[config.mk]
export PLATFORM = sky130hd
export DESIGN_NAME = ps2_keyboard_rx_flat
export DESIGN_NICKNAME = d
export VERILOG_FILES = /design/src/rtl/ps2_keyboard_rx_if.sv /design/src/rtl/ps2_keyboard_rx.sv /design/src/flat_wrapper.sv
export SDC_FILE = /design/constraint.sdc
export NUM_CORES = 1
export LEC_CHECK = 0
export CAP_MARGIN = 20
export CORE_MARGIN = 8
export CORE_UTILIZATION = 45
export CTS_CLUSTER_SIZE = 16
export DETAILED_ROUTE_END_ITERATION = 10
export PLACE_DENSITY_LB_ADDON = 0.08
export RECOVER_POWER = 100
export SLEW_MARGIN = 10
export SYNTH_ARGS = -nofsm -noshare
export SYNTH_HDL_FRONTEND = slang
export SYNTH_SLANG_ARGS = --single-unit
[constraint.sdc]
create_clock -name clk -period 2.6 [get_ports clk]
set_clock_uncertainty 0.1 [all_clocks]
set_input_delay 0.78 -clock clk [delete_from_list [all_inputs] [get_ports clk]]
set_output_delay 0.78 -clock clk [all_outputs]
set_load 0.02 [all_outputs]
[src/rtl/ps2_keyboard_rx_if.sv]
// Key-event stream from the PS/2 receiver to the keyboard matrix logic.
// valid/ready: the source holds code/ext/release stable while valid is high and
// ready is low; an event transfers on any rising clk edge with valid && ready.
interface ps2_keyboard_rx_if;
   logic       key_valid;
   logic       key_ready;
   logic [7:0] key_code;
   logic       key_ext;
   logic       key_release;

   modport master (
      output key_valid, key_code, key_ext, key_release,
      input  key_ready
   );

   modport slave (
      input  key_valid, key_code, key_ext, key_release,
      output key_ready
   );
endinterface

[src/rtl/ps2_keyboard_rx.sv]
// PS/2 keyboard receiver: oversampled frame deserializer, E0/F0 prefix decode,
// and a first-word fall-through event FIFO toward the core.
module ps2_keyboard_rx #(
   parameter int TIMEOUT = 4095,
   parameter int FIFO_AW = 2
) (
   input  logic                      clk,
   input  logic                      reset_n,
   input  logic                      ps2_clk,
   input  logic                      ps2_data,
   ps2_keyboard_rx_if.master         key,
   output logic                      parity_err,
   output logic                      frame_err,
   output logic                      overflow,
   output logic                      dbg_state
);

   localparam int TW    = $clog2(TIMEOUT + 1);
   localparam int DEPTH = 1 << FIFO_AW;

   typedef enum logic {IDLE = 1'b0, RECV = 1'b1} state_t;

   state_t          state, state_n;
   logic            clk_s1, clk_s2, clk_prev;
   logic            dat_s1, dat_s2;
   logic            fall;
   logic [3:0]      bit_cnt, bit_cnt_n;
   logic [TW-1:0]   to_cnt, to_cnt_n;
   logic [7:0]      shreg, shreg_n;
   logic            par, par_n;
   logic            done_n, perr_n, ferr_n;
   logic            byte_done;
   logic            ext_pend, rel_pend;
   logic            push_req, pop, full, wr_en;
   logic [9:0]      mem [DEPTH];
   logic [FIFO_AW-1:0] wr_ptr, rd_ptr;
   logic [FIFO_AW:0]   count;

   assign dbg_state = state;

   always_ff @(posedge clk or negedge reset_n) begin
      if (!reset_n) begin
         clk_s1   <= 1'b1;
         clk_s2   <= 1'b1;
         clk_prev <= 1'b1;
         dat_s1   <= 1'b1;
         dat_s2   <= 1'b1;
      end else begin
         clk_s1   <= ps2_clk;
         clk_s2   <= clk_s1;
         clk_prev <= clk_s2;
         dat_s1   <= ps2_data;
         dat_s2   <= dat_s1;
      end
   end

   assign fall = clk_prev & ~clk_s2;

   always_ff @(posedge clk or negedge reset_n) begin
      if (!reset_n) begin
         state      <= IDLE;
         bit_cnt    <= '0;
         to_cnt     <= '0;
         shreg      <= '0;
         par        <= 1'b0;
         byte_done  <= 1'b0;
         parity_err <= 1'b0;
         frame_err  <= 1'b0;
      end else begin
         state      <= state_n;
         bit_cnt    <= bit_cnt_n;
         to_cnt     <= to_cnt_n;
         shreg      <= shreg_n;
         par        <= par_n;
         byte_done  <= done_n;
         parity_err <= perr_n;
         frame_err  <= ferr_n;
      end
   end

   // bit_cnt 1..8 are data (LSB first), 9 is parity, 10 is stop.
   always_comb begin
      state_n   = state;
      bit_cnt_n = bit_cnt;
      to_cnt_n  = to_cnt;
      shreg_n   = shreg;
      par_n     = par;
      done_n    = 1'b0;
      perr_n    = 1'b0;
      ferr_n    = 1'b0;
      case (state)
         IDLE: begin
            bit_cnt_n = '0;
            to_cnt_n  = '0;
            if (fall) begin
               if (!dat_s2) begin
                  state_n   = RECV;
                  bit_cnt_n = 4'd1;
               end else begin
                  ferr_n = 1'b1;
               end
            end
         end
         RECV: begin
            if (fall) begin
               to_cnt_n  = '0;
               bit_cnt_n = bit_cnt + 4'd1;
               if (bit_cnt <= 4'd8) begin
                  shreg_n = {dat_s2, shreg[7:1]};
               end else if (bit_cnt == 4'd9) begin
                  par_n = dat_s2;
               end else begin
                  state_n   = IDLE;
                  bit_cnt_n = '0;
                  if (!dat_s2)
                     ferr_n = 1'b1;
                  else if (^{shreg, par} == 1'b0)
                     perr_n = 1'b1;
                  else
                     done_n = 1'b1;
               end
            end else if (to_cnt == TW'(TIMEOUT)) begin
               state_n   = IDLE;
               bit_cnt_n = '0;
               to_cnt_n  = '0;
               ferr_n    = 1'b1;
            end else begin
               to_cnt_n = to_cnt + TW'(1);
            end
         end
         default: state_n = IDLE;
      endcase
   end

   assign push_req = byte_done && (shreg != 8'hE0) && (shreg != 8'hF0);

   always_ff @(posedge clk or negedge reset_n) begin
      if (!reset_n) begin
         ext_pend <= 1'b0;
         rel_pend <= 1'b0;
      end else if (parity_err || frame_err || push_req) begin
         ext_pend <= 1'b0;
         rel_pend <= 1'b0;
      end else if (byte_done) begin
         if (shreg == 8'hE0) ext_pend <= 1'b1;
         if (shreg == 8'hF0) rel_pend <= 1'b1;
      end
   end

   // A push into a full FIFO still lands when the head leaves in the same cycle.
   assign pop   = key.key_valid && key.key_ready;
   assign full  = (count == (FIFO_AW+1)'(DEPTH));
   assign wr_en = push_req && (!full || pop);

   always_ff @(posedge clk) begin
      if (wr_en) mem[wr_ptr] <= {ext_pend, rel_pend, shreg};
   end

   always_ff @(posedge clk or negedge reset_n) begin
      if (!reset_n) begin
         wr_ptr   <= '0;
         rd_ptr   <= '0;
         count    <= '0;
         overflow <= 1'b0;
      end else begin
         if (wr_en) wr_ptr <= wr_ptr + FIFO_AW'(1);
         if (pop)   rd_ptr <= rd_ptr + FIFO_AW'(1);
         count    <= count + (FIFO_AW+1)'(wr_en) - (FIFO_AW+1)'(pop);
         overflow <= push_req && full && !pop;
      end
   end

   assign key.key_valid   = (count != '0);
   assign key.key_code    = key.key_valid ? mem[rd_ptr][7:0] : 8'h00;
   assign key.key_release = key.key_valid ? mem[rd_ptr][8]   : 1'b0;
   assign key.key_ext     = key.key_valid ? mem[rd_ptr][9]   : 1'b0;

endmodule

[src/flat_wrapper.sv]
// flat-port wrapper written by rule: the top's interface ports become plain ports
module ps2_keyboard_rx_flat 
#(
   parameter int TIMEOUT = 4095,
   parameter int FIFO_AW = 2
)
  (clk, reset_n, ps2_clk, ps2_data, parity_err, frame_err, overflow, dbg_state, key_key_valid, key_key_code, key_key_ext, key_key_release, key_key_ready);
  ps2_keyboard_rx_if key_i ();
  input  logic clk;
  input  logic reset_n;
  input  logic ps2_clk;
  input  logic ps2_data;
  output logic parity_err;
  output logic frame_err;
  output logic overflow;
  output logic dbg_state;
  output wire logic [$bits(key_i.key_valid)-1:0] key_key_valid;
  output wire logic [$bits(key_i.key_code)-1:0] key_key_code;
  output wire logic [$bits(key_i.key_ext)-1:0] key_key_ext;
  output wire logic [$bits(key_i.key_release)-1:0] key_key_release;
  input wire logic [$bits(key_i.key_ready)-1:0] key_key_ready;
  assign key_key_valid = key_i.key_valid;
  assign key_key_code = key_i.key_code;
  assign key_key_ext = key_i.key_ext;
  assign key_key_release = key_i.key_release;
  assign key_i.key_ready = key_key_ready;
  ps2_keyboard_rx #(.TIMEOUT(TIMEOUT), .FIFO_AW(FIFO_AW)) u_core (.clk(clk), .reset_n(reset_n), .ps2_clk(ps2_clk), .ps2_data(ps2_data), .key(key_i), .parity_err(parity_err), .frame_err(frame_err), .overflow(overflow), .dbg_state(dbg_state));
endmodule
==> metrics.cfg, run 1 <==
[yosys]
synth_area_per_cell_um2 = 14.77
synth_cell_types = 40
synth_common_cells = edfxtp_1, dfrtp_1, nor2_1
synth.most_common_cell = edfxtp_1
netlist_instances = 243
synthTopCellsByArea = edfxtp_1, dfrtp_1, mux4_2, dfstp_2, ha_1
synthArstFlopShare_pct = 52.38
yosysSeqAreaShare_pct = 64.31
ys_ff_latch = 84
syn_nets = 259
ys.flop_type = edfxtp_1
synth-warning-count = 0
synth-edff-count = 40
yosys.area.top_type = edfxtp_1
synth_top_area_share_pct = 33.46
synth_area_mm2 = 0.003590

[timing]
final-max-slew-violation-count = 31
fin_crit_ns = 2.647
setup_ws_ns = -0.04729
setup_viol = 3
worst_slew_pin_slew_ns = 1.515
hold_viol = 0
post-route-period-util_pct = 101.8
fmax_mhz = 377.7
rsz0062_at_grt = yes
maxSlewHeadroom_pct = -0.9962
fin_setup_tns_ns = -0.08784

[power_and_ir_drop]
power_density_mw_per_mm2 = 1024
switching_share_pct = 29.29
ir_worst_vdd_mv = 0.3706
internal-power_uw = 3133
switchingPower_uw = 1298
p_seq_share_pct = 38.3
p_leak_uw = 0.001734
clockPowerShare_pct = 24.7
p_comb_share_pct = 37.0

[grt]
grt_max_degree = 31
grt_pass1_vias = 2165
grt_pass1_wl_um = 10610
antenna_found_initial = 0
grt.overflow.total = 0
grt_util_all_layers_pct = 11.95

[worst_setup_path]
r2r_start = u_core.count[1]
cp_data_arrival_time_ns = 1.77
rr_worst_depth = 11
setup.worst_path.end = key_key_code[3]
end_kind = output pin
r2r_slack_ns = 0.05
crit_type = reg -> out
worstSetupStartpointType = flop
crit_required_ns = 1.72
crit_start = u_core.rd_ptr[0]
crit_path_max_fanout = 5
reg2reg_to = u_core.count[2]

[clocking]
clockBufferDepth = 2
clk_latency_ns = 0.34
cts_sinks = 84
cts_buffers = 9
cts_hold_buf = 0
clkTransAtPathRegs_ns = 0.09
htreeDepth = 3
cts_tree = built
root_buffer = clkbuf_8

[floorplan]
die_area_mm2 = 0.01109
placement_rows = 32
die_y_um = 105.3
die_w_um = 105.3
io_pins = 20
core_mm2 = 0.007727
initial_core_util_pct = 46.45

[route]
drtPass1Iterations = 4
wl_um = 6214
drtAntennaViolNets = 0
vias_per_cell = 4.980
drc = 0
drtIter0Drc = 64
vias = 2007
wl_per_cell_um = 15.42

[finish]
syn2layout_area_growth_pct = 20.60
diodes = 0
fin_nets = 312
layout-drive-gt1-share_pct = 24.92
final_util_pct = 56.02
instances_no_fill = 403

[min_path]
hp-class = reg -> reg

[placement]
post-dp-hpwl_um = 4111
dp.cells = 381
port_buffers = 19
gp_congestion = 0.7850

[status]
violations = capacitance limit, slew limit, setup timing
status = finished, violations left

[job]
cap_violations = 1

-- logic make-up (layout without fill, tap and decap cells) --
| family | count (synthesis) | in the layout | share of synthesized area, % |
|---|---|---|---|
| flops | 84 | 84 | 64.31 |
| simple gates | 75 | 75 | 11.26 |
| xor+xnor | 23 | 23 | 5.995 |
| mux | 20 | 20 | 9.515 |
| buf+inv | 16 | 74 | 1.882 |
| compound gates | 14 | 14 | 2.998 |
| fa+ha+maj | 11 | 11 | 4.043 |
-- metal layers --
metal	GRT usage (%)	wire [um]	vias to the layer above	part of all wire, %
met3	2.497	172	8	2.8
met1	13.96	2834	998	46
li1	-	-	981	-
met4	5.199	83	0	1.3
met2	20.77	3124	20	50
met5	0	0	-	0
-- flip-flops by register name, summed over array words and instances (netlist names), 2 cells and up --
register        cells
u_core.bit_cnt      4
u_core.count        3
u_core.mem         40
u_core.rd_ptr       2
u_core.shreg        8
u_core.to_cnt      12
u_core.wr_ptr       2
-- timing repair --
action                     4_1_cts  5_1_grt
gates resized for setup         66       13
pin swaps                       10        6
gates cloned                     1        0
setup endpoints to repair       13       12
buffers inserted                 4        2
hold endpoints to repair         0        0
-- cell usage in the layout, fill, tap and decap left out, types with 2 or more instances in the layout --
cell / instances
edfxtp_1: 40
dfrtp_1: 38
nor2_1: 21
clkbuf_1: 16
nand2_1: 12
xor2_1: 12
mux4_2: 10
xnor2_1: 9
ha_1: 9
clkbuf_8: 9
buf_4: 9
buf_6: 8
inv_1: 7
and2_4: 7
nand4_1: 7
mux2_2: 6
dlygate4sd3_1: 6
and2_0: 5
nand3_1: 4
dfstp_2: 4
nor2b_1: 3
and2_1: 3
and3_1: 3
a21oi_1: 3
mux2_1: 3
bufinv_16: 3
clkbuf_2: 3
buf_12: 3
nand4b_1: 2
clkinv_1: 2
inv_2: 2
nand2b_1: 2
and4_1: 2
o211ai_1: 2
o21ai_0: 2
a31oi_1: 2
o22ai_1: 2
buf_2: 2
-- area by class of cell --
type                    count  area (um^2)
flip-flops and latches     84         2310
repair buffers             48        382.9
well taps                 102        127.6
fillers                   651         3398
clock buffers              10        127.6
multi-input cells         143         1232
clock inverters             6        111.4
inverters                  10        37.54
-- critical path, cell delays in order (launching register included) --
cell and delay [ns]:
dfrtp_2 0.42, buf_12 0.14, buf_8 0.10, mux4_2 0.49
and2_4 0.15, buf_6 0.12
-- worst min-delay path by stage --
stage / start / to / cells past startpoint
after floorplan: u_core.clk_s1 / u_core.clk_s2 / 0
after global placement: u_core.dat_s1 / u_core.dat_s2 / 0
after detailed placement: u_core.dat_s1 / u_core.dat_s2 / 0
after CTS: u_core.dat_s1 / u_core.dat_s2 / 0
after global routing: u_core.dat_s1 / u_core.dat_s2 / 0
final: u_core.dat_s1 / u_core.dat_s2 / 0
-- through the flow --
stage / power, uW / hold slack, ns / setup slack [ns] / cell area [um^2]
after floorplan: 2639 / 0.2452 / -0.1679 / 3596
after global placement: 3210 / 0.2465 / -0.5735 / 4114
after detailed placement: 3238 / 0.2468 / -0.6283 / 4114
after CTS: 4519 / 0.2592 / -0.1190 / 4441
after global routing: 4671 / 0.2662 / -0.1134 / 4329
final: 4431 / 0.2580 / -0.04729 / 4329
-- power by group through the flow --
stage | combinational, uW | sequential [uW] | clock [uW]
3_5_place_dp | 1520 | 1720 | 0
5_1_grt | 1790 | 1720 | 1170
2_1_floorplan | 876 | 1760 | 0
4_1_cts | 1690 | 1700 | 1120
6_report | 1640 | 1700 | 1090
3_3_place_gp | 1490 | 1720 | 0
(Power assumes the default switching activity.)
==> run 2, diff against run 1 <==
--- a/config.mk
+++ b/config.mk
@@ -8,8 +8,10 @@
 export CAP_MARGIN = 20
 export CORE_MARGIN = 8
 export CORE_UTILIZATION = 45
+export CTS_CLUSTER_DIAMETER = 50
 export CTS_CLUSTER_SIZE = 16
 export DETAILED_ROUTE_END_ITERATION = 10
+export GPL_TIMING_DRIVEN = 0
 export PLACE_DENSITY_LB_ADDON = 0.08
 export RECOVER_POWER = 100
 export SLEW_MARGIN = 10
==> metrics.cfg, run 2 (same netlist as run 1, synthesis figures left out) <==
[status]
status = complete, no violations

[clocking]
cts_sinks = 84  ; unchanged
htreeDepth = 3  ; unchanged
cts_buffers = 9  ; unchanged
clkTransAtPathRegs_ns = 0.09  ; about the same
clockBufferDepth = 2  ; unchanged
cts_hold_buf = 0  ; unchanged
clk_latency_ns = 0.34  ; about the same
root_buffer = clkbuf_8
cts_tree = built

[worst_setup_path]
r2r_slack_ns = 0.11  ; +0.06 ns
crit_path_top_delay_cell = mux4_2
cpPeakStageDelay_ns = 0.50  ; about the same
crit_path_max_fanout = 5  ; unchanged
rr_worst_depth = 10  ; -1
end_kind = output pin
worstPathCellList = buf_8, mux4_2, and2_4, buf_6
setup.worst_path.end = key_key_code[4]
worstSetupStartpointType = flop
cp_data_arrival_time_ns = 1.68  ; -0.09 ns
reg2reg_to = u_core.count[2]
crit_required_ns = 1.72  ; about the same
crit_type = reg -> out
r2r_start = u_core.count[0]
crit_start = u_core.rd_ptr[0]

[grt]
grt_max_degree = 30  ; -3.2%
antenna_found_initial = 0  ; unchanged
grt_pass1_wl_um = 10450  ; -1.5%
grt_pass1_vias = 2118  ; -2.2%
grt.overflow.total = 0  ; unchanged
grt_util_all_layers_pct = 11.86  ; -0.090 points

[timing]
rsz0062_at_grt = yes
timing.hold.ws_ns = 0.2652  ; +0.007241 ns
post-route-period-util_pct = 98.48  ; -3.3 points
setup_ws_ns = 0.03963  ; +0.08692 ns
setup_viol = 0  ; -3
hold_viol = 0  ; unchanged
fmax_mhz = 390.6  ; +3.4%
worst_slew_pin_slew_ns = 0.8157  ; -0.6992 ns
maxSlewHeadroom_pct = 45.62  ; +47 points
fin_setup_tns_ns = 0  ; +0.08784 ns
final-max-slew-violation-count = 0  ; -100%
fin_crit_ns = 2.560  ; -0.08692 ns

[route]
drtPass1Iterations = 4  ; unchanged
drtIter0Drc = 37  ; -42%
vias_per_cell = 5.061  ; +1.6%
drc = 0  ; unchanged
wl_per_cell_um = 15.19  ; -1.5%
vias = 1979  ; -1.4%
wl_um = 5938  ; -4.4%
drtAntennaViolNets = 0  ; unchanged

[floorplan]
placement_rows = 32  ; unchanged
die_w_um = 105.3  ; unchanged
core_mm2 = 0.007727  ; unchanged
initial_core_util_pct = 46.45  ; unchanged
die_area_mm2 = 0.01109  ; unchanged
die_y_um = 105.3  ; unchanged
io_pins = 20  ; unchanged

[placement]
gp_congestion = 0.7996  ; +1.9%
dpl_cell_area_mm2 = 0.003929  ; -4.5%
port_buffers = 19  ; unchanged
place_ws_ns = -0.7176  ; -0.08929 ns
post-dp-hpwl_um = 3897  ; -5.2%

[finish]
finalInstanceArea_mm2 = 0.004277  ; -1.2%
final_common_cell = edfxtp_1
syn2layout_area_growth_pct = 19.14
final_util_pct = 55.34  ; -0.68 points
fin_nets = 300  ; -3.8%
top_register = u_core.mem
layout-drive-gt1-share_pct = 28.03  ; +3.1 points
reg.largest.list = u_core.mem x40, u_core.to_cnt x12, u_core.shreg x8
diodes = 0  ; unchanged
largest_reg_flops = 40  ; unchanged
n_fill_cell = 639  ; -1.8%
mostFrequentLayoutCells = edfxtp_1, dfrtp_1, nor2_1, buf_6

[power_and_ir_drop]
p_leak_uw = 0.001706  ; -1.6%
power_density_mw_per_mm2 = 1004  ; -1.9%
ir_worst_vdd_mv = 0.3250  ; -12%

[job]
cap_violations = 0  ; -1

[min_path]
hp-class = reg -> reg

==> run 2: cell types whose count changed in the layout (fill, tap and decap cells not counted), sizes merged <==
cell	previous run	this run
inv	10	11
buf	23	21
bufinv	3	2
dlygate4sd2	1	0
clkbuf	28	19
==> run 2: cell type report <==
type | count | area, um^2 | share of cell area, %
flip-flops and latches | 84 | 2312 | 54.07
multi-input cells | 143 | 1274 | 29.78
clock buffers | 10 | 127.6 | 2.984
inverters | 10 | 40.04 | 0.9362
repair buffers | 30 | 269.0 | 6.290
plain buffers | 6 | 38.79 | 0.9070
clock inverters | 6 | 87.58 | 2.048
well taps | 102 | 127.6 | 2.984
==> run 2: timing repair <==
| item | in CTS | in global routing |
|---|---|---|
| cloned | 1 | 0 |
| setup endpoints to repair | 13 | 12 |
| buffers inserted | 8 | 2 |
| pin swaps | 6 | 15 |
| gates resized for setup | 61 | 40 |
==> run 2: worst max-delay path: cells and delay by family (launching register included) <==
family,cells,cell delay [ns]
AND/OR/NAND/NOR,1,0.15
multiplexers,1,0.50
flip-flops,1,0.42
buffers and inverters,2,0.26
==> run 2: routing by layer <==
layer | vias to the layer above | routed length (um) | GRT usage, %
li1 | 951 | - | -
met1 | 989 | 2739 | 14.62
met2 | 30 | 2911 | 19.24
met3 | 9 | 189 | 2.923
met4 | 0 | 97 | 5.505
met5 | - | 0 | 0
==> run 2: metrics by stage <==
| step | cells | power (uW) |
|---|---|---|
| after floorplan | 243 | 2639 |
| after global placement | 364 | 3042 |
| after detailed placement | 365 | 3065 |
| after CTS | 390 | 4158 |
| after global routing | 391 | 4541 |
| final | 391 | 4293 |
==> run 2: power by group <==
group	internal (uW)	switching, uW	total, uW
logic	875	623	1500
registers	1590	203	1800
clock network	543	455	998
total	3010	1280	4290
==> run 2: worst min path at each step <==
stage | start | endpoint | slack (ns) | cells after the start
CTS | reset_n | u_core.bit_cnt[0] | 0.24 | 1
floorplan | u_core.clk_s1 | u_core.clk_s2 | 0.25 | 0
detailed placement | u_core.clk_s1 | u_core.clk_s2 | 0.25 | 0
global route | u_core.dat_s1 | u_core.dat_s2 | 0.27 | 0
global placement | u_core.clk_s1 | u_core.clk_s2 | 0.25 | 0
finish | u_core.dat_s1 | u_core.dat_s2 | 0.27 | 0
==> run 3, diff against run 2 <==
--- a/config.mk
+++ b/config.mk
@@ -11,7 +11,7 @@
 export CTS_CLUSTER_DIAMETER = 50
 export CTS_CLUSTER_SIZE = 16
 export DETAILED_ROUTE_END_ITERATION = 10
-export GPL_TIMING_DRIVEN = 0
+export GPL_TIMING_DRIVEN = 1
 export PLACE_DENSITY_LB_ADDON = 0.08
 export RECOVER_POWER = 100
 export SLEW_MARGIN = 10
==> results of run 3 <==
The final DEF is identical to that of run 1; final timing and power are the same.
